File: src/rtl/int_div_vec_pkg.sv
// Shared types and elaboration helpers for the lane-parallel integer divider.
// Holds the FSM state encoding, the counter width function and the lane slice helper.
package int_div_pkg;

    typedef enum logic [1:0] {
        IDLE = 2'd0,
        CALC = 2'd1,
        FIX  = 2'd2,
        DONE = 2'd3
    } state_e;

    function automatic int clog2(input int n);
        int w;
        w = 0;
        for (int v = n - 1; v > 0; v = v >> 1) begin
            w++;
        end
        return w;
    endfunction

    function automatic int lane_lo(input int lane, input int width);
        return lane * width;
    endfunction

endpackage

File: src/rtl/int_div_vec_if.sv
// Operand/result handshake bundle for int_div_vec.
// The master side supplies operands and consumes results; the divider is the slave.
interface int_div_vec_if #(
    parameter int N = 32,
    parameter int L = 4
);
    logic           in_valid;
    logic           in_ready;
    logic           is_signed;
    logic [N*L-1:0] numer;
    logic [N*L-1:0] denom;
    logic           out_valid;
    logic           out_ready;
    logic [N*L-1:0] quotient;
    logic [N*L-1:0] remainder;
    logic [L-1:0]   div_zero;

    modport master (
        output in_valid, is_signed, numer, denom, out_ready,
        input  in_ready, out_valid, quotient, remainder, div_zero
    );

    modport slave (
        input  in_valid, is_signed, numer, denom, out_ready,
        output in_ready, out_valid, quotient, remainder, div_zero
    );
endinterface

File: src/rtl/int_div_vec_lane.sv
// One lane of the restoring divider: magnitude datapath, sign/zero capture and result fix-up.
// Sequenced entirely by the load/step/fix strobes from the shared FSM.
module int_div_lane #(
    parameter int N = 32
) (
    input  logic         i_clk,
    input  logic         i_rst,
    input  logic         i_load,
    input  logic         i_step,
    input  logic         i_fix,
    input  logic         i_signed,
    input  logic [N-1:0] i_numer,
    input  logic [N-1:0] i_denom,
    output logic [N-1:0] o_quot,
    output logic [N-1:0] o_rem,
    output logic         o_zero
);
    logic [N:0]   r_rem;
    logic [N-1:0] r_q;
    logic [N-1:0] r_d;
    logic [N-1:0] r_numer;
    logic         r_sign_q;
    logic         r_sign_r;
    logic         r_zero;

    logic         w_n_neg;
    logic         w_d_neg;
    logic [N-1:0] w_n_abs;
    logic [N-1:0] w_d_abs;
    logic [N+1:0] w_shift;
    logic [N:0]   w_trial;
    logic         w_fits;

    assign w_n_neg = i_signed & i_numer[N-1];
    assign w_d_neg = i_signed & i_denom[N-1];
    assign w_n_abs = w_n_neg ? -i_numer : i_numer;
    assign w_d_abs = w_d_neg ? -i_denom : i_denom;

    // Partial remainder never exceeds the divisor, so the shifted value fits in N+1 bits
    assign w_shift = {r_rem, r_q[N-1]};
    assign w_fits  = (w_shift >= {2'b00, r_d});
    assign w_trial = w_shift[N:0] - {1'b0, r_d};

    // Lane state: operand capture, one restoring step per strobe, then signed/zero fix-up
    always_ff @(posedge i_clk or posedge i_rst) begin
        if (i_rst) begin
            r_rem    <= '0;
            r_q      <= '0;
            r_d      <= '0;
            r_numer  <= '0;
            r_sign_q <= 1'b0;
            r_sign_r <= 1'b0;
            r_zero   <= 1'b0;
            o_quot   <= '0;
            o_rem    <= '0;
            o_zero   <= 1'b0;
        end else if (i_load) begin
            r_rem    <= '0;
            r_q      <= w_n_abs;
            r_d      <= w_d_abs;
            r_numer  <= i_numer;
            r_sign_q <= w_n_neg ^ w_d_neg;
            r_sign_r <= w_n_neg;
            r_zero   <= (i_denom == '0);
        end else if (i_step) begin
            if (w_fits) begin
                r_rem <= w_trial;
                r_q   <= {r_q[N-2:0], 1'b1};
            end else begin
                r_rem <= w_shift[N:0];
                r_q   <= {r_q[N-2:0], 1'b0};
            end
        end else if (i_fix) begin
            if (r_zero) begin
                o_quot <= '1;
                o_rem  <= r_numer;
            end else begin
                o_quot <= r_sign_q ? -r_q : r_q;
                o_rem  <= r_sign_r ? -r_rem[N-1:0] : r_rem[N-1:0];
            end
            o_zero <= r_zero;
        end
    end

endmodule

File: src/rtl/int_div_vec.sv
// L-lane lockstep iterative integer divider with valid/ready handshake and clock enable.
// A single FSM and bit counter sequence all lanes; outputs hold from FIX until transferred.
module int_div_vec
    import int_div_pkg::*;
#(
    parameter int N = 32,
    parameter int L = 4
) (
    input  logic          i_clk,
    input  logic          i_rst,
    input  logic          i_clk_en,
    int_div_vec_if.slave  io_div
);
    localparam int            CW       = clog2(N);
    localparam logic [CW-1:0] CNT_LAST = CW'(N - 1);

    state_e         r_state;
    logic [CW-1:0]  r_cnt;

    logic           w_in_ready;
    logic           w_accept;
    logic           w_step;
    logic           w_fix;
    logic [N*L-1:0] w_quot;
    logic [N*L-1:0] w_rem;
    logic [L-1:0]   w_zero;

    assign w_in_ready = (r_state == IDLE) || ((r_state == DONE) && io_div.out_ready);
    assign w_accept   = i_clk_en && io_div.in_valid && w_in_ready;
    assign w_step     = i_clk_en && (r_state == CALC);
    assign w_fix      = i_clk_en && (r_state == FIX);

    assign io_div.in_ready  = w_in_ready;
    assign io_div.out_valid = (r_state == DONE);
    assign io_div.quotient  = w_quot;
    assign io_div.remainder = w_rem;
    assign io_div.div_zero  = w_zero;

    // Shared sequencer; in DONE an accept implies a transfer, enabling back-to-back bundles
    always_ff @(posedge i_clk or posedge i_rst) begin
        if (i_rst) begin
            r_state <= IDLE;
            r_cnt   <= '0;
        end else if (i_clk_en) begin
            case (r_state)
                IDLE: begin
                    if (w_accept) begin
                        r_state <= CALC;
                        r_cnt   <= CNT_LAST;
                    end else begin
                        r_state <= IDLE;
                    end
                end
                CALC: begin
                    if (r_cnt == '0) begin
                        r_state <= FIX;
                    end else begin
                        r_cnt <= r_cnt - CW'(1);
                    end
                end
                FIX: begin
                    r_state <= DONE;
                end
                DONE: begin
                    if (w_accept) begin
                        r_state <= CALC;
                        r_cnt   <= CNT_LAST;
                    end else if (io_div.out_ready) begin
                        r_state <= IDLE;
                    end else begin
                        r_state <= DONE;
                    end
                end
                default: begin
                    r_state <= IDLE;
                    r_cnt   <= '0;
                end
            endcase
        end
    end

    for (genvar g = 0; g < L; g++) begin : g_lane
        int_div_lane #(.N(N)) u_lane (
            .i_clk    (i_clk),
            .i_rst    (i_rst),
            .i_load   (w_accept),
            .i_step   (w_step),
            .i_fix    (w_fix),
            .i_signed (io_div.is_signed),
            .i_numer  (io_div.numer[lane_lo(g, N) +: N]),
            .i_denom  (io_div.denom[lane_lo(g, N) +: N]),
            .o_quot   (w_quot[lane_lo(g, N) +: N]),
            .o_rem    (w_rem[lane_lo(g, N) +: N]),
            .o_zero   (w_zero[g])
        );
    end

endmodule

File: src/flat_wrapper.sv
// flat-port wrapper written by rule: the top's interface ports become plain ports
module int_div_vec_flat import int_div_pkg::*;
#(
    parameter int N = 32,
    parameter int L = 4
)
  (i_clk, i_rst, i_clk_en, io_div_in_valid, io_div_is_signed, io_div_numer, io_div_denom, io_div_out_ready, io_div_in_ready, io_div_out_valid, io_div_quotient, io_div_remainder, io_div_div_zero);
  int_div_vec_if #(.N(N), .L(L)) io_div_i ();
  input  logic i_clk;
  input  logic i_rst;
  input  logic i_clk_en;
  input wire logic [$bits(io_div_i.in_valid)-1:0] io_div_in_valid;
  input wire logic [$bits(io_div_i.is_signed)-1:0] io_div_is_signed;
  input wire logic [$bits(io_div_i.numer)-1:0] io_div_numer;
  input wire logic [$bits(io_div_i.denom)-1:0] io_div_denom;
  input wire logic [$bits(io_div_i.out_ready)-1:0] io_div_out_ready;
  output wire logic [$bits(io_div_i.in_ready)-1:0] io_div_in_ready;
  output wire logic [$bits(io_div_i.out_valid)-1:0] io_div_out_valid;
  output wire logic [$bits(io_div_i.quotient)-1:0] io_div_quotient;
  output wire logic [$bits(io_div_i.remainder)-1:0] io_div_remainder;
  output wire logic [$bits(io_div_i.div_zero)-1:0] io_div_div_zero;
  assign io_div_i.in_valid = io_div_in_valid;
  assign io_div_i.is_signed = io_div_is_signed;
  assign io_div_i.numer = io_div_numer;
  assign io_div_i.denom = io_div_denom;
  assign io_div_i.out_ready = io_div_out_ready;
  assign io_div_in_ready = io_div_i.in_ready;
  assign io_div_out_valid = io_div_i.out_valid;
  assign io_div_quotient = io_div_i.quotient;
  assign io_div_remainder = io_div_i.remainder;
  assign io_div_div_zero = io_div_i.div_zero;
  int_div_vec #(.N(N), .L(L)) u_core (.i_clk(i_clk), .i_rst(i_rst), .i_clk_en(i_clk_en), .io_div(io_div_i));
endmodule
File: config.mk
export PLATFORM = sky130hd
export DESIGN_NAME = int_div_vec_flat
export DESIGN_NICKNAME = d
export VERILOG_FILES = /design/src/rtl/int_div_vec_pkg.sv /design/src/rtl/int_div_vec_if.sv /design/src/rtl/int_div_vec_lane.sv /design/src/rtl/int_div_vec.sv /design/src/flat_wrapper.sv
export SDC_FILE = /design/constraint.sdc
export NUM_CORES = 2
export LEC_CHECK = 0
export ABC_AREA = 0
export CORE_MARGIN = 2
export CORE_UTILIZATION = 35
export DETAILED_ROUTE_END_ITERATION = 16
export GPL_ROUTABILITY_DRIVEN = 0
export PLACE_DENSITY_LB_ADDON = 0.3
export SYNTH_ARGS = -nofsm -noshare
export SYNTH_HDL_FRONTEND = slang
export SYNTH_HIERARCHICAL = 1
export SYNTH_SLANG_ARGS = --single-unit
File: constraint.sdc
create_clock -name i_clk -period 6.6 [get_ports i_clk]
set_clock_uncertainty 0.15 [all_clocks]
set_input_delay 0.99 -clock i_clk [delete_from_list [all_inputs] [get_ports i_clk]]
set_output_delay 0.99 -clock i_clk [all_outputs]
set_load 0.02 [all_outputs]
==> run metrics <==
Final period util 64.5%; hpwl dp 123000 um; DRT Pass-1 Iters 5; RSZ-0062 raised after global routing false; via count 45200; final WL between 150000 and 200000 um; GRT Overall Usage around 22%; layout cell share with drive strength beyond 1 6.81%; setup tns final 0 ns; Worst Path Max Fanout 55; worst relative slew slack 3.02%; cts hold-fix bufs 0; initial antenna violation count 11; initial DRC count 3374; final antenna-violating net count 0; main flop type after synthesis dfrtp_1; Async S/R FF share, synth 100%; Ports 524; clk root buf clkbuf_16; Wirelength per Cell 19.9 um; crit start category register; Port Buf Inserts 523; Clk Latency, worst-skew pair 0.70 ns; Via density 5.43; cell count after synthesis 5992; Max clock buf depth 3; DRC viols 0; Slew Viols, Final 0; CTS tree done; Layout area overhead 19.9%; post-route minimum period 4.26 ns; Mapped Nets 6408; register bit count reported by yosys slightly below 800; htree depth 3; CP Capture Type register; Post-CTS Setup Bufs 0; CTS Sinks 795; synth warn 6; worst path arrival time 4.70 ns; total gr overflow 0; Slew @ Worst Pin around 1.5 ns; Initial Utilization 35.1%; post-synthesis sequential area ratio between 30% and 40%; Die Y about 390 um; number of core rows 140; Hold Crit Class register to register; cts repair resizes 0; Post-synth EDFFs 0; Worst Reg2Reg Path Length in Cells 14; Leakage 25.2 nW; Worst-path clk slew about 0.06 ns; final setup vio count 0; status finished clean; total power draw 0.0346 W; mapped cell area around 51000 um2; CP Data Required Time 7.04 ns; FILL cells between 10000 and 15000; Power Dens Cells 565 nW/um2; largest net degree at the start of global routing 230; Core ar. 145000 um2; fin nets 6738; Setup Crit Path Kind register to register; Num CTS Buffers 95; Hold Crit Depth 2; final hold violation count 0; max-cap violations 0; Distinct cells, synth between 80 and 90; mean post-synth cell area 8.51 um2; number of global-route vias before repair 43100; Die X-Extent 386 um; wire length of the first global-routing pass 254000 um; area of the die about 150000 um2; maximum vdd drop 0.000413 V; Max Fclk 235 MHz
[critical path: stages (launching register included)]
cell and delay (ns):
dfrtp_1 0.41, inv_1 0.22, ha_1 0.21, inv_1 0.05, fa_1 0.39, a21o_1 0.23
a221oi_2 0.38, o31a_1 0.22, o31a_1 0.22, o21ai_1 0.19, o21ai_4 0.17, buf_4 0.48
clkinv_1 0.40, mux2i_1 0.20, a211oi_1 0.24
[registers in the layout, indices dropped and copies added (netlist names), 5 cells and up]
name	cells
u_core/g_lane.u_lane/r_d	128
u_core/g_lane.u_lane/o_rem	128
u_core/g_lane.u_lane/r_numer	128
u_core/g_lane.u_lane/r_rem	132
u_core/r_cnt	5
u_core/g_lane.u_lane/r_q	128
u_core/g_lane.u_lane/o_quot	128
[cell type report]
type	instances	area (um2)	share of cell area, %
multi-input cells	4614	29000	47.3
flip-flops and latches	795	19900	32.5
repair buffers	555	5530	9.04
clock buffers	126	2720	4.44
well taps	1917	2400	3.92
inverters	261	1010	1.65
clock inverters	52	656	1.07
diodes	4	10.0	0.0164
[cells in the final DEF (no fill, tap or decap), drive strengths merged, types with 69 or more instances in the layout]
master	instances
dfrtp	795
nor2	718
a21oi	624
nand2	620
clkdlybuf4s50	521
o21ai	498
xor2	354
inv	259
xnor2	193
ha	150
mux2i	135
clkbuf	126
mux2	117
nor3	100
o31ai	100
a211oi	96
nor4	69
[per-stage QoR]
stage / util [%] / instances / cell area [um2] / hold WS, ns / setup WS, ns
floorplan: - / 5992 / 51000 / 0.313 / 0.0910
global placement: 39.8 / 8142 / 57800 / 0.312 / 1.96
detailed placement: 39.8 / 8142 / 57800 / 0.320 / 1.85
CTS: 42.1 / 8320 / 61200 / 0.334 / 2.32
global route: 42.1 / 8323 / 61200 / 0.348 / 2.14
finish: 42.1 / 8324 / 61200 / 0.326 / 2.34
[cells by family (layout without fill, tap and decap cells)]
kind of cell | Yosys count | count (layout) | share of synthesized area (%)
AO/OA/AOI/OAI | 1726 | 1726 | 20.6
AND/OR/NAND/NOR | 1935 | 1935 | 17.6
XOR/XNOR | 547 | 547 | 9.39
flip-flops | 795 | 795 | 39.0
other | 0 | 4 | 0
adder cells (fa/ha/maj) | 154 | 154 | 3.84
buffers and inverters | 583 | 994 | 4.35
multiplexers | 252 | 252 | 5.23
[power by group]
group / total [W] / switching [W] / internal (W)
Sequential: 0.0100 / 0.00280 / 0.00721
Clock: 0.00563 / 0.00228 / 0.00335
Combinational: 0.0189 / 0.0112 / 0.00774
[synthesized netlist by cell type (17+ instances only)]
| cell | instances | area (um2) |
|---|---|---|
| a211oi_1 | 96 | 721 |
| a21o_1 | 51 | 383 |
| a21oi_1 | 620 | 3100 |
| a311oi_1 | 36 | 315 |
| a31oi_1 | 64 | 400 |
| and2_1 | 31 | 194 |
| and3_1 | 30 | 188 |
| buf_1 | 43 | 161 |
| buf_2 | 17 | 85.1 |
| clkbuf_1 | 260 | 976 |
| dfrtp_1 | 795 | 19900 |
| ha_1 | 150 | 1880 |
| inv_1 | 254 | 953 |
| mux2_2 | 117 | 1320 |
| mux2i_1 | 135 | 1350 |
| nand2_1 | 619 | 2320 |
| nand2b_1 | 34 | 213 |
| nand3_1 | 60 | 300 |
| nand4_1 | 42 | 263 |
| nor2_1 | 718 | 2700 |
| nor2b_1 | 61 | 382 |
| nor3_1 | 97 | 485 |
| nor3b_1 | 24 | 180 |
| nor4_1 | 63 | 394 |
| o211ai_1 | 28 | 210 |
| o21a_1 | 34 | 255 |
| o21ai_0 | 466 | 2330 |
| o21ai_1 | 29 | 145 |
| o21bai_1 | 33 | 248 |
| o31ai_1 | 86 | 646 |
| o41ai_1 | 33 | 289 |
| or3_1 | 51 | 319 |
| or4_4 | 18 | 203 |
| xnor2_1 | 193 | 1690 |
| xor2_1 | 354 | 3100 |
[per-layer routing]
metal	global-route usage (%)	part of all wire [%]
met1	29.9	46
met2	33.7	45
met3	4.53	7.1
met4	6.38	2.6
met5	0	0.039
[final timing paths]
path | endpoint | slack, ns | from
min reg2reg | u_core/g_lane[1].u_lane/o_rem[13]$_DFFE_PP0P_ | 0.33 | u_core/g_lane[1].u_lane/o_rem[13]$_DFFE_PP0P_
max | u_core/g_lane[0].u_lane/r_rem[28]$_DFFE_PP0P_ | 2.34 | u_core/g_lane[0].u_lane/r_q[31]$_DFFE_PP0P_
max in group asynchronous | u_core/g_lane[3].u_lane/r_rem[7]$_DFFE_PP0P_ | 4.23 | i_rst
min in group asynchronous | u_core/r_state[1]$_DFFE_PP0P_ | 0.42 | i_rst
max reg2reg | u_core/g_lane[0].u_lane/r_rem[28]$_DFFE_PP0P_ | 2.34 | u_core/g_lane[0].u_lane/r_q[31]$_DFFE_PP0P_
min | u_core/g_lane[1].u_lane/o_rem[13]$_DFFE_PP0P_ | 0.33 | u_core/g_lane[1].u_lane/o_rem[13]$_DFFE_PP0P_
(Power assumes the default switching activity.)
